$ cat src/rtl/approx_adder_err_monitor.sv
// approx_adder_err_monitor: accumulates error statistics of an approximate adder over a programmed run of samples.
module approx_adder_err_monitor #(
  parameter int WIDTH = 16,
  parameter int CNT_W = 32,
  parameter int ACC_W = 48
) (
  input  logic             clk,
  input  logic             rst_n,
  input  logic             start,
  input  logic [CNT_W-1:0] num_samples,
  input  logic             s_valid,
  output logic             s_ready,
  input  logic [WIDTH-1:0] s_a,
  input  logic [WIDTH-1:0] s_b,
  input  logic [WIDTH:0]   s_approx,
  output logic             busy,
  output logic             done,
  output logic [CNT_W-1:0] sample_cnt,
  output logic [CNT_W-1:0] err_cnt,
  output logic [WIDTH:0]   max_ed,
  output logic [ACC_W-1:0] sum_ed,
  output logic             sum_sat
);
  localparam logic [1:0] IDLE  = 2'd0;
  localparam logic [1:0] RUN   = 2'd1;
  localparam logic [1:0] DRAIN = 2'd2;
  localparam logic [1:0] DONE  = 2'd3;
  logic [1:0]       state_q, state_d;
  logic [CNT_W-1:0] target_q, target_d, accepted_q, accepted_d;
  logic             v1_q, v2_q;
  logic [WIDTH:0]   exact_q, approx_q, ed_q, ed_d;
  logic [CNT_W-1:0] sample_cnt_q, sample_cnt_d, err_cnt_q, err_cnt_d;
  logic [WIDTH:0]   max_ed_q, max_ed_d;
  logic [ACC_W-1:0] sum_ed_q, sum_ed_d;
  logic             sum_sat_q, sum_sat_d;
  logic [ACC_W:0]   sum_wide;
  logic             take, hs;
  assign s_ready    = (state_q == RUN) && (accepted_q < target_q);
  assign hs         = s_valid && s_ready;
  assign take       = start && (state_q == IDLE || state_q == DONE);
  assign busy       = (state_q == RUN) || (state_q == DRAIN);
  assign done       = state_q == DONE;
  assign sample_cnt = sample_cnt_q;
  assign err_cnt    = err_cnt_q;
  assign max_ed     = max_ed_q;
  assign sum_ed     = sum_ed_q;
  assign sum_sat    = sum_sat_q;
  always_comb begin
    accepted_d   = take ? '0 : accepted_q + CNT_W'(hs);
    target_d     = take ? num_samples : target_q;
    state_d      = take ? ((num_samples == '0) ? DONE : RUN) :
                   (state_q == RUN && accepted_d == target_q) ? DRAIN :
                   (state_q == DRAIN && !v1_q && !v2_q) ? DONE : state_q;
    ed_d         = (exact_q >= approx_q) ? exact_q - approx_q : approx_q - exact_q;
    // one spare bit catches the overflow that triggers the clamp
    sum_wide     = {1'b0, sum_ed_q} + (ACC_W+1)'(ed_q);
    sample_cnt_d = take ? '0 : sample_cnt_q + CNT_W'(v2_q);
    err_cnt_d    = take ? '0 : err_cnt_q + CNT_W'(v2_q && ed_q != '0);
    max_ed_d     = take ? '0 : (v2_q && ed_q > max_ed_q) ? ed_q : max_ed_q;
    sum_ed_d     = take ? '0 : !v2_q ? sum_ed_q : sum_wide[ACC_W] ? '1 : sum_wide[ACC_W-1:0];
    sum_sat_d    = take ? 1'b0 : sum_sat_q | (v2_q & sum_wide[ACC_W]);
  end
  always_ff @(posedge clk or negedge rst_n) begin
    if (!rst_n) begin
      state_q      <= IDLE;
      target_q     <= '0;
      accepted_q   <= '0;
      v1_q         <= 1'b0;
      v2_q         <= 1'b0;
      exact_q      <= '0;
      approx_q     <= '0;
      ed_q         <= '0;
      sample_cnt_q <= '0;
      err_cnt_q    <= '0;
      max_ed_q     <= '0;
      sum_ed_q     <= '0;
      sum_sat_q    <= 1'b0;
    end else begin
      state_q      <= state_d;
      target_q     <= target_d;
      accepted_q   <= accepted_d;
      v1_q         <= hs;
      v2_q         <= v1_q;
      if (hs) begin
        exact_q  <= {1'b0, s_a} + {1'b0, s_b};
        approx_q <= s_approx;
      end
      if (v1_q) ed_q <= ed_d;
      sample_cnt_q <= sample_cnt_d;
      err_cnt_q    <= err_cnt_d;
      max_ed_q     <= max_ed_d;
      sum_ed_q     <= sum_ed_d;
      sum_sat_q    <= sum_sat_d;
    end
  end
endmodule

$ cat config.mk
export PLATFORM = sky130hd
export DESIGN_NAME = approx_adder_err_monitor
export DESIGN_NICKNAME = d
export VERILOG_FILES = /design/src/rtl/approx_adder_err_monitor.sv
export SDC_FILE = /design/constraint.sdc
export NUM_CORES = 1
export LEC_CHECK = 0
export ABC_CLOCK_PERIOD_IN_PS = 5600
export BUFFER_PORTS_ARGS = -buffer_cell sky130_fd_sc_hd__buf_2
export CAP_MARGIN = 10
export CORE_ASPECT_RATIO = 0.7
export CORE_MARGIN = 5
export CORE_UTILIZATION = 50
export DETAILED_ROUTE_END_ITERATION = 10
export PLACE_DENSITY = 0.83
export REMOVE_ABC_BUFFERS = 1
export SETUP_SLACK_MARGIN = 0.5
export SLEW_MARGIN = 20
export SYNTH_ARGS = -nofsm -noshare
export SYNTH_HDL_FRONTEND = slang
export SYNTH_SLANG_ARGS = --single-unit
$ cat constraint.sdc
create_clock -name clk -period 5.6 [get_ports clk]
set_input_delay 0.28 -clock clk [delete_from_list [all_inputs] [get_ports clk]]
set_output_delay 0.28 -clock clk [all_outputs]
set_load 0.005 [all_outputs]
==> metrics, run 1 <==
status=finished, final reports clean; Final min period=4790 ps; Seq/Total Area, Yosys=40.4%; top_reg_cell synth=dfrtp_1; first-pass GRT wire length=66.2 mm; endpoints failing setup=0; Area growth syn-to-layout=19.2%; Initial Util=51.0%; Max-Cap Viols=0; Chip Width=220 um; CP Class=reg2reg; most frequent cells in the layout=dfrtp_1 (249), buf_2 (216), nor2_1 (156); Cell variety after synth=68; #FFs+latches synth=249; critical path required time=6020 ps; Cells after Synth=1674; Sink Count=249; IO Port Bufs=217; RSZ-0062 raised after global routing=yes; Rows=53; DR vias=13.3k; Synth Area per Inst=9.22 um^2; Routed Wire Length=41.1 mm; Synth area leader=dfrtp_1; most common cell after layout, fill and taps aside=dfrtp_1; DRC violations left=0; DR top layer=met4; Leak Pwr=0.00841 uW; Routed WL per cell=17.4 um; final worst-path cycle share=85.5%; CTS max path bufs=3; DR pass1 iterations=5; met1 WL=19.0 mm; die area=34500 um^2; Hold Crit Class=in2reg; setup TNS=0 ps; # IOs=218; worst endpoint data arrival time=5210 ps; worst slew pin tran=1010 ps; GR Util All Layers=23.1%; maximum fanout along the worst path=3; H-tree level count=1; Clk Latency, worst-skew pair=540 ps; routed vias/inst=5.66; starting DRC count in detailed routing=1180; CP Launch Type=flop; fmax=209 MHz; Setup WS pre-CTS=12.5 ps; largest net degree at the start of global routing=150; Final Slew Violations=0; CTS root buffer=clkbuf_16; layout cells sized above 1=17.2%; vias in the first global route=12.8k; Die Y-Extent=157 um; final core utilization=60.8%; asr flop ratio synth=100%; VDD IR max=0.000219 V; core area=30200 um^2; clk slew on worst S/H paths=60 ps; CTS buffer count=26; WL met3=2.85 mm; gpl congestion=0.909; Syn. warnings=0; worst setup margin=810 ps; Final ANT Viol Nets=0; grt total ovfl=0; routed length on met2=18.5 mm; area share of the largest cell type after synthesis=40.4%; final hold vios=0; fin nets=2140; antenna violations before repair=1; CTS tree=done; DP HPWL=29.6 mm; P per Cell Area=427 nW/um^2; layout filler cell count=2540; number of enable flip-flop cells after synthesis=0; Layout Skew=14.9 ps; Worst slew margin=32.4%; Mapped Area=15400 um^2; CP Capture Type=flop; Synth area leaders=dfrtp_1 (40%), ha_1 (10%), xor2_1 (4.6%)
[layout make-up]
| type | count | area (um^2) | area share, % |
|---|---|---|---|
| inverters | 116 | 435 | 2.37 |
| diodes | 1 | 2.50 | 0.0136 |
| multi-input cells | 1253 | 8620 | 46.9 |
| clock inverters | 6 | 82.6 | 0.449 |
| flip-flops and latches | 249 | 6230 | 33.9 |
| repair buffers | 282 | 1730 | 9.40 |
| well taps | 412 | 515 | 2.80 |
| clock buffers | 38 | 777 | 4.22 |
[critical path, stage by stage (launching register included)]
cell and delay [ps]:
dfrtp_1 370, inv_1 60, ha_1 290, a21o_1 160
a21oi_1 140, o21ai_1 110, a2111oi_2 320, nor2_1 120
o311ai_2 320, nand3_2 140, inv_2 110, ha_2 200
nand3_2 90, or3_1 390, or3_1 360, a21oi_2 160
xnor2_1 90, or4_1 530, nor4_2 180, nand4_1 140
nor4_2 270, o21ai_0 120
[per-layer routing]
metal | up-vias | GRT usage (%)
met4 | 0 | 4.25
met3 | 52 | 4.10
li1 | 6378 | -
met1 | 6461 | 33.1
met2 | 441 | 37.4
met5 | - | 0
[report_power, final]
group / internal (uW) / switching (uW) / leakage [uW]
registers: 2270 / 623 / 0.00269
clock network: 1040 / 723 / 0.000422
logic: 1450 / 1730 / 0.00530
[stage by stage]
| stage | instance area, um^2 | hold WS (ps) | cells | total power (uW) |
|---|---|---|---|---|
| 6_report | 18400 | 38.3 | 2357 | 7850 |
| 2_1_floorplan | 15200 | -15.6 | 1618 | 4870 |
| 5_1_grt | 18400 | 23.2 | 2357 | 8390 |
| 3_5_place_dp | 16900 | 364 | 2259 | 6000 |
| 3_3_place_gp | 16900 | 358 | 2259 | 5840 |
| 4_1_cts | 18300 | 2.50 | 2350 | 7840 |
[kinds of logic (layout without fill, tap and decap cells)]
kind of cell | Yosys count | after routing | synth area share (%)
XOR/XNOR | 159 | 159 | 9.02
adder cells (fa/ha/maj) | 127 | 127 | 10.5
other | 0 | 1 | 0
AND/OR/NAND/NOR | 555 | 555 | 17.7
flip-flops | 249 | 249 | 40.4
buffers and inverters | 172 | 442 | 4.20
AO/OA/AOI/OAI | 345 | 345 | 13.6
multiplexers | 67 | 67 | 4.57
[synthesized netlist by cell type, drive strengths merged (3+ instances only)]
cell     count
ha         123
nand3b       4
o41a         3
a2111oi      3
nand3       52
a211oi      10
o31ai        6
fa           4
mux2        28
o2111ai      4
nand4       43
nor4        20
nor2       157
a21o        27
and2        13
o211ai       4
o21ai      141
a41oi        3
xor2        81
a221oi       3
nor3        29
nor3b        4
clkbuf      48
a211o        4
o21bai       7
a21oi       83
xnor2       78
a21boi       3
buf          8
and4        12
mux2i       39
inv        116
and3        31
a31o         3
nand2b       9
nor2b       19
o21a        11
dfrtp      249
or3         24
nand2      131
nand4b       3
a31oi       11
[registers in the layout, indices dropped and copies added (netlist names), 32 cells and up]
register    cells
accepted_q     32
sum_ed         48
sample_cnt     32
err_cnt        32
target_q       32
[worst paths after layout]
| check | from | endpoint | slack [ps] | cells past startpoint |
|---|---|---|---|---|
| hold reg to reg | approx_q[16]$_DFFE_PN0N_ | approx_q[16]$_DFFE_PN0N_ | 510 | 1 |
| setup / recovery | target_q[1]$_DFFE_PN0P_ | state_q[0]$_DFFE_PN0P_ | 810 | 21 |
| max in group asynchronous | rst_n | exact_q[7]$_DFFE_PN0N_ | 3950 | 3 |
| setup reg to reg | target_q[1]$_DFFE_PN0P_ | state_q[0]$_DFFE_PN0P_ | 810 | 21 |
| hold / removal | num_samples[2] | target_q[2]$_DFFE_PN0P_ | 40 | 3 |
| min in group asynchronous | rst_n | sample_cnt[29]$_DFF_PN0_ | 360 | 2 |
[timing repair]
| action | 4_1_cts | 5_1_grt |
|---|---|---|
| hold buffers | 47 | 0 |
| setup buffers | 0 | 6 |
| pin swaps | 0 | 9 |
| gates cloned | 0 | 0 |
| setup endpoints to repair | 2 | 2 |
| resized for setup | 6 | 14 |
| hold endpoints to repair | 146 | 0 |
Note: power is estimated with default switching activity, not from simulation.
==> run 2: changes to the inputs <==
--- a/config.mk
+++ b/config.mk
@@ -5,6 +5,7 @@
 export SDC_FILE = /design/constraint.sdc
 export NUM_CORES = 1
 export LEC_CHECK = 0
+export ABC_AREA = 1
 export ABC_CLOCK_PERIOD_IN_PS = 5600
 export BUFFER_PORTS_ARGS = -buffer_cell sky130_fd_sc_hd__buf_2
 export CAP_MARGIN = 10
@@ -12,7 +13,7 @@
 export CORE_MARGIN = 5
 export CORE_UTILIZATION = 50
 export DETAILED_ROUTE_END_ITERATION = 10
-export PLACE_DENSITY = 0.83
+export PLACE_DENSITY = 0.82
 export REMOVE_ABC_BUFFERS = 1
 export SETUP_SLACK_MARGIN = 0.5
 export SLEW_MARGIN = 20
==> run 2 against run 1 <==
Effect of this change:
- register-to-register slack improved by 120 ps
- clock power decreased by 2%
- hold slack got worse by 17 ps
- maximum frequency increased by 2.5%
- first-iteration DRC count increased by 36%
- critical path type unchanged
==> metrics, run 2 <==
DR vias=17.1k; grt total ovfl=0; DR pass1 iterations=8; postcts setup bufs=0; most common cell after layout, fill and taps aside=nand2_1; worst slew pin tran=977 ps; top_reg_cell synth=dfrtp_1; DRC violations left=0; Routed Wire Length=51.7 mm; gpl congestion=0.976; CTS buffer count=27; Final min period=4670 ps; hold path depth=3; Initial Util=50.8%; starting DRC count in detailed routing=1603; top-count cell post-synth=nand2_1; Seq/Total Area, Yosys=36.5%; CP Class=reg2reg; Worst path slowest cell=dfrtp_1; Hold Crit Class=in2reg; CTS max path bufs=3; P per Cell Area=187 nW/um^2; final hold vios=0; Die Y-Extent=165 um; VDD IR max=0.000192 V; Clk Latency, worst-skew pair=550 ps; max reg flops=48; Worst slew margin=34.9%; Hold Slack=20.9 ps; fmax=214 MHz; status=finished, final reports clean; Syn. warnings=0; endpoints failing setup=0; R2R depth=28; placed insts=2945; IO Port Bufs=217; Layout Skew=10.6 ps; clk slew on worst S/H paths=60 ps; vias in the first global route=16.3k; # IOs=218; Final Slew Violations=0; Commonest cells post-synth=nand2_1 (541), inv_1 (316), dfrtp_1 (249); number of enable flip-flop cells after synthesis=0; worst endpoint data arrival time=5110 ps; asr flop ratio synth=100%; final worst-path cycle share=83.5%; n_diodes=0; routed vias/inst=5.64; Most common cell on crit path=nand2_1; Mapped Area=17100 um^2; core area=33600 um^2; critical path required time=6040 ps; RSZ-0062 raised after global routing=no; slowest stage delay, CP=440 ps; Area growth syn-to-layout=15.9%; Synth area leader=dfrtp_1; fin nets=2790; Leak Pwr=0.0102 uW; Routed WL per cell=17.0 um; Chip Width=231 um; #FFs+latches synth=249; Max-Cap Viols=0; die area=38000 um^2; CP Capture Type=flop; first-pass GRT wire length=83.6 mm; DP HPWL=39.0 mm; CTS root buffer=clkbuf_16; Final ANT Viol Nets=0; area share of the largest cell type after synthesis=36.5%; layout cells sized above 1=12.6%; antenna violations before repair=1; Cells after Synth=2343; Sink Count=249; Synth area leaders=dfrtp_1 (37%), nand2_1 (12%), ha_1 (9.0%); H-tree level count=1; largest net degree at the start of global routing=132; Rows=56; most frequent cells in the layout=nand2_1 (540), inv_1 (316), dfrtp_1 (249); Final Non-Filler Cells=3032; CP Launch Type=flop; Cell variety after synth=57; GR Util All Layers=26.7%; maximum fanout along the worst path=38; Synth Area per Inst=7.28 um^2; CTS tree=done
run 2: final cells by class:
class	count	area, um^2
inverter	324	1220
timing repair buffer	266	1570
sequential	249	6230
multi-input combinational	1710	9360
tap	435	544
clock buffer	37	753
fill	3092	13800
clock inverter	11	92.6
run 2: per-stage QoR:
stage / utilization [%] / cell area [um^2] / total power [uW] / setup WS (ps) / TNS, ps
final: 58.9 / 19800 / 3700 / 927 / 0
after global routing: 58.9 / 19800 / 3850 / 533 / 0
after CTS: 58.9 / 19800 / 3750 / 786 / 0
after detailed placement: 55.2 / 18500 / 1980 / 805 / 0
after global placement: 55.2 / 18500 / 1980 / 919 / 0
after floorplan: - / 16800 / 1890 / -1590 / -68640
run 2: layer usage:
layer | track usage [%] | vias up | wire (um) | part of all wire, %
met3 | 4.69 | 113 | 4640 | 9.0
met2 | 41.6 | 820 | 22200 | 43
met1 | 38.9 | 7950 | 23400 | 45
met4 | 6.53 | 2 | 1420 | 2.7
li1 | - | 8206 | - | -
met5 | 0 | - | 13 | 0.025
run 2: critical path, delay by kind of cell, from the launching register on:
kind,cells,cell delay (ps)
DFF,1,440
buffers and inverters,6,800
and+or+nand+nor,15,1880
AOI/OAI and AO/OA,4,600
adders and majority gates,3,820
run 2: where the power goes:
group | total (uW) | leakage [uW] | internal (uW) | switching (uW)
Clock | 1730 | 0.000415 | 986 | 748
Combinational | 171 | 0.00692 | 72.6 | 98.2
Sequential | 1800 | 0.00285 | 1800 | 0
run 2: timing repair:
item                       4_1_cts  5_1_grt
hold endpoints to repair       156        0
hold buffers                    39        0
setup endpoints to repair        0        2
resized for setup                0        4
run 2: final timing paths:
check | start | endpoint | slack [ps]
setup / recovery | accepted_q[19]$_DFF_PN0_ | state_q[0]$_DFFE_PN0P_ | 930
hold / removal | num_samples[4] | target_q[4]$_DFFE_PN0P_ | 20
setup reg to reg | accepted_q[19]$_DFF_PN0_ | state_q[0]$_DFFE_PN0P_ | 930
hold reg to reg | err_cnt[31]$_DFF_PN0_ | err_cnt[31]$_DFF_PN0_ | 470
max in group asynchronous | rst_n | approx_q[1]$_DFFE_PN0N_ | 3890
min in group asynchronous | rst_n | sample_cnt[10]$_DFF_PN0_ | 380
run 2: cells by family after synthesis:
logic type               after synthesis  share of synthesized area (%)
AND/OR/NAND/NOR                     1084                           28.1
adder cells (fa/ha/maj)              127                           9.49
flip-flops                           249                           36.5
buffers and inverters                384                           8.68
AO/OA/AOI/OAI                        430                           13.7
XOR/XNOR                              69                           3.54
==> run 3: changes to the inputs <==
--- a/config.mk
+++ b/config.mk
@@ -5,15 +5,15 @@
 export SDC_FILE = /design/constraint.sdc
 export NUM_CORES = 1
 export LEC_CHECK = 0
-export ABC_AREA = 1
-export ABC_CLOCK_PERIOD_IN_PS = 5600
+export ABC_AREA = 0
+export ABC_CLOCK_PERIOD_IN_PS = 4500
 export BUFFER_PORTS_ARGS = -buffer_cell sky130_fd_sc_hd__buf_2
 export CAP_MARGIN = 10
 export CORE_ASPECT_RATIO = 0.7
 export CORE_MARGIN = 5
 export CORE_UTILIZATION = 50
 export DETAILED_ROUTE_END_ITERATION = 10
-export PLACE_DENSITY = 0.82
+export PLACE_DENSITY = 0.8
 export REMOVE_ABC_BUFFERS = 1
 export SETUP_SLACK_MARGIN = 0.5
 export SLEW_MARGIN = 20
==> constraint.sdc (replaced) <==
create_clock -name clk -period 4.5 [get_ports clk]
set_input_delay 0.225 -clock clk [delete_from_list [all_inputs] [get_ports clk]]
set_output_delay 0.225 -clock clk [all_outputs]
set_load 0.005 [all_outputs]
==> run 3 against run 2 <==
Effect of this change:
- the flow now finishes with violations (negative setup slack)
- core utilization grew 5.1 points
- non-clock buffer count grew 99
- combinational power grew to 24 times the previous value
- maximum frequency shrank 1.7%
- flip-flop and latch count is the same
- critical path type unchanged
- largest power group is now combinational cells
==> metrics, run 3 (synthesis results as in run 1) <==
Worst slew margin=30.1%; DR pass1 iterations=6; failing checks=negative setup slack; most common cell after layout, fill and taps aside=dfrtp_1; Final ANT Viol Nets=0; Chip Width=220 um; R2R depth=29; DRC violations left=0; routed vias/inst=5.66; die area=34500 um^2; hold path depth=3; n_diodes=0; Rows=53; first-pass GRT wire length=68.6 mm; Clk Latency, worst-skew pair=540 ps; final worst-path cycle share=106%; endpoints failing setup=35; setup TNS=-6340 ps; antenna violations before repair=1; Worst path slowest cell=dfrtp_1; Initial Util=51.0%; met3 global-route usage=3.90%; Setup WS pre-CTS=-720 ps; CP Capture Type=flop; CTS buffer count=26; GR Util All Layers=24.0%; maximum fanout along the worst path=7; P per Cell Area=521 nW/um^2; Final min period=4750 ps; Hold Crit Class=in2reg; Cell Area, Placed=17400 um^2; gpl congestion=0.933; CP Class=reg2reg; worst endpoint data arrival time=5180 ps; Routed WL per cell=17.9 um; fin nets=2223; GR Layer Usage met2=38.7%; starting DRC count in detailed routing=1099; CTS tree=done; CTS max path bufs=3; IO Port Bufs=217; worst setup margin=-254 ps; Sink Count=249; worst slew pin tran=1050 ps; Most common cell on crit path=buf_4; largest net degree at the start of global routing=159; Die Y-Extent=157 um; Layout Skew=17.9 ps; Area growth syn-to-layout=25.5%; layout cells sized above 1=21.2%; max reg flops=48; slowest stage delay, CP=390 ps; DP HPWL=30.1 mm; RSZ-0062 raised after global routing=yes; fmax=210 MHz; Max-Cap Viols=0; # IOs=218; met1 usage=34.3%; H-tree level count=1; GRT busiest layer=met2; total power=10100 uW; design area=19400 um^2; DR vias=13.8k; Routed Wire Length=43.7 mm; CP Launch Type=flop; CTS root buffer=clkbuf_16; status=finished with violations; final hold vios=0; most frequent cells in the layout=dfrtp_1 (249), buf_2 (216), nor2_1 (156); flop2flop setup slack=-250 ps; FF+latch area=6230 um^2; critical path required time=4930 ps; VDD IR max=0.000278 V; clk slew on worst S/H paths=60 ps; vias in the first global route=13.5k; core area=30200 um^2; grt total ovfl=0; Final Slew Violations=0; Leak Pwr=0.00891 uW; layout filler cell count=2418; footprint of the multi-input gates=8740 um^2
==> run 3: cell types whose count changed in the layout (fill, tap and decap cells not counted), moves of 41 or more <==
cell     previous run  this run
buf_4               9        85
nand3_1           146        48
xnor2_1            24        78
o21ai_0           177       130
inv_1             316       113
a21oi_1           161        78
nor2_1            197       156
nand2_1           540       129
==> run 3: what timing repair did <==
item | in CTS | in global routing
endpoints found under the setup margin | 8 | 75
cloned | 0 | 6
hold buffers | 50 | 0
resized for setup | 25 | 33
pin swaps | 13 | 5
buffers inserted | 25 | 0
hold endpoints to repair | 171 | 0
==> run 3: metal layers <==
metal	up-vias	wire (um)
met5	-	13
met3	99	3060
li1	6545	-
met2	499	20100
met1	6684	19400
met4	2	1100
==> run 3: final timing paths <==
path / startpoint / end
worst min-delay path: s_b[0] / exact_q[0]$_DFFE_PN0N_
worst max-delay path: target_q[1]$_DFFE_PN0P_ / exact_q[3]$_DFFE_PN0N_
min in group asynchronous: rst_n / sample_cnt[30]$_DFF_PN0_
max in group asynchronous: rst_n / sum_ed[4]$_DFFE_PN0P_
worst max register to register: target_q[1]$_DFFE_PN0P_ / exact_q[3]$_DFFE_PN0N_
worst min register to register: sum_sat$_DFF_PN0_ / sum_sat$_DFF_PN0_
==> run 3: per-stage QoR <==
| stage | cells | hold slack [ps] | util (%) |
|---|---|---|---|
| floorplan | 1618 | -70.6 | - |
| global placement | 2314 | 368 | 57.5 |
| detailed placement | 2314 | 381 | 57.5 |
| CTS | 2437 | 21.0 | 63.2 |
| global route | 2443 | 35.4 | 64.0 |
| finish | 2443 | 52.9 | 64.0 |
==> run 3: where the power goes <==
group / switching (uW) / internal, uW / total (uW)
sequential: 734 / 2830 / 3560
clock: 910 / 1440 / 2350
combinational: 2270 / 1910 / 4170
total: 3910 / 6170 / 10100
==> run 3: worst max-delay path: cells and delay by family, from the launching register on <==
kind / cells / cell delay [ps]
buffers and inverters: 20 / 2520
AOI/OAI and AO/OA: 5 / 1000
DFF: 1 / 390
muxes: 1 / 270
and+or+nand+nor: 2 / 250
adders and majority gates: 1 / 190
==> run 3: cell type report <==
cell class	instances	area share (%)
Clock buffer	40	4.10
Clock inverter	8	0.737
Inverter	116	2.26
Multi-Input combinational cell	1253	45.2
Sequential cell	249	32.2
Tap cell	412	2.66
Timing Repair Buffer	365	12.9
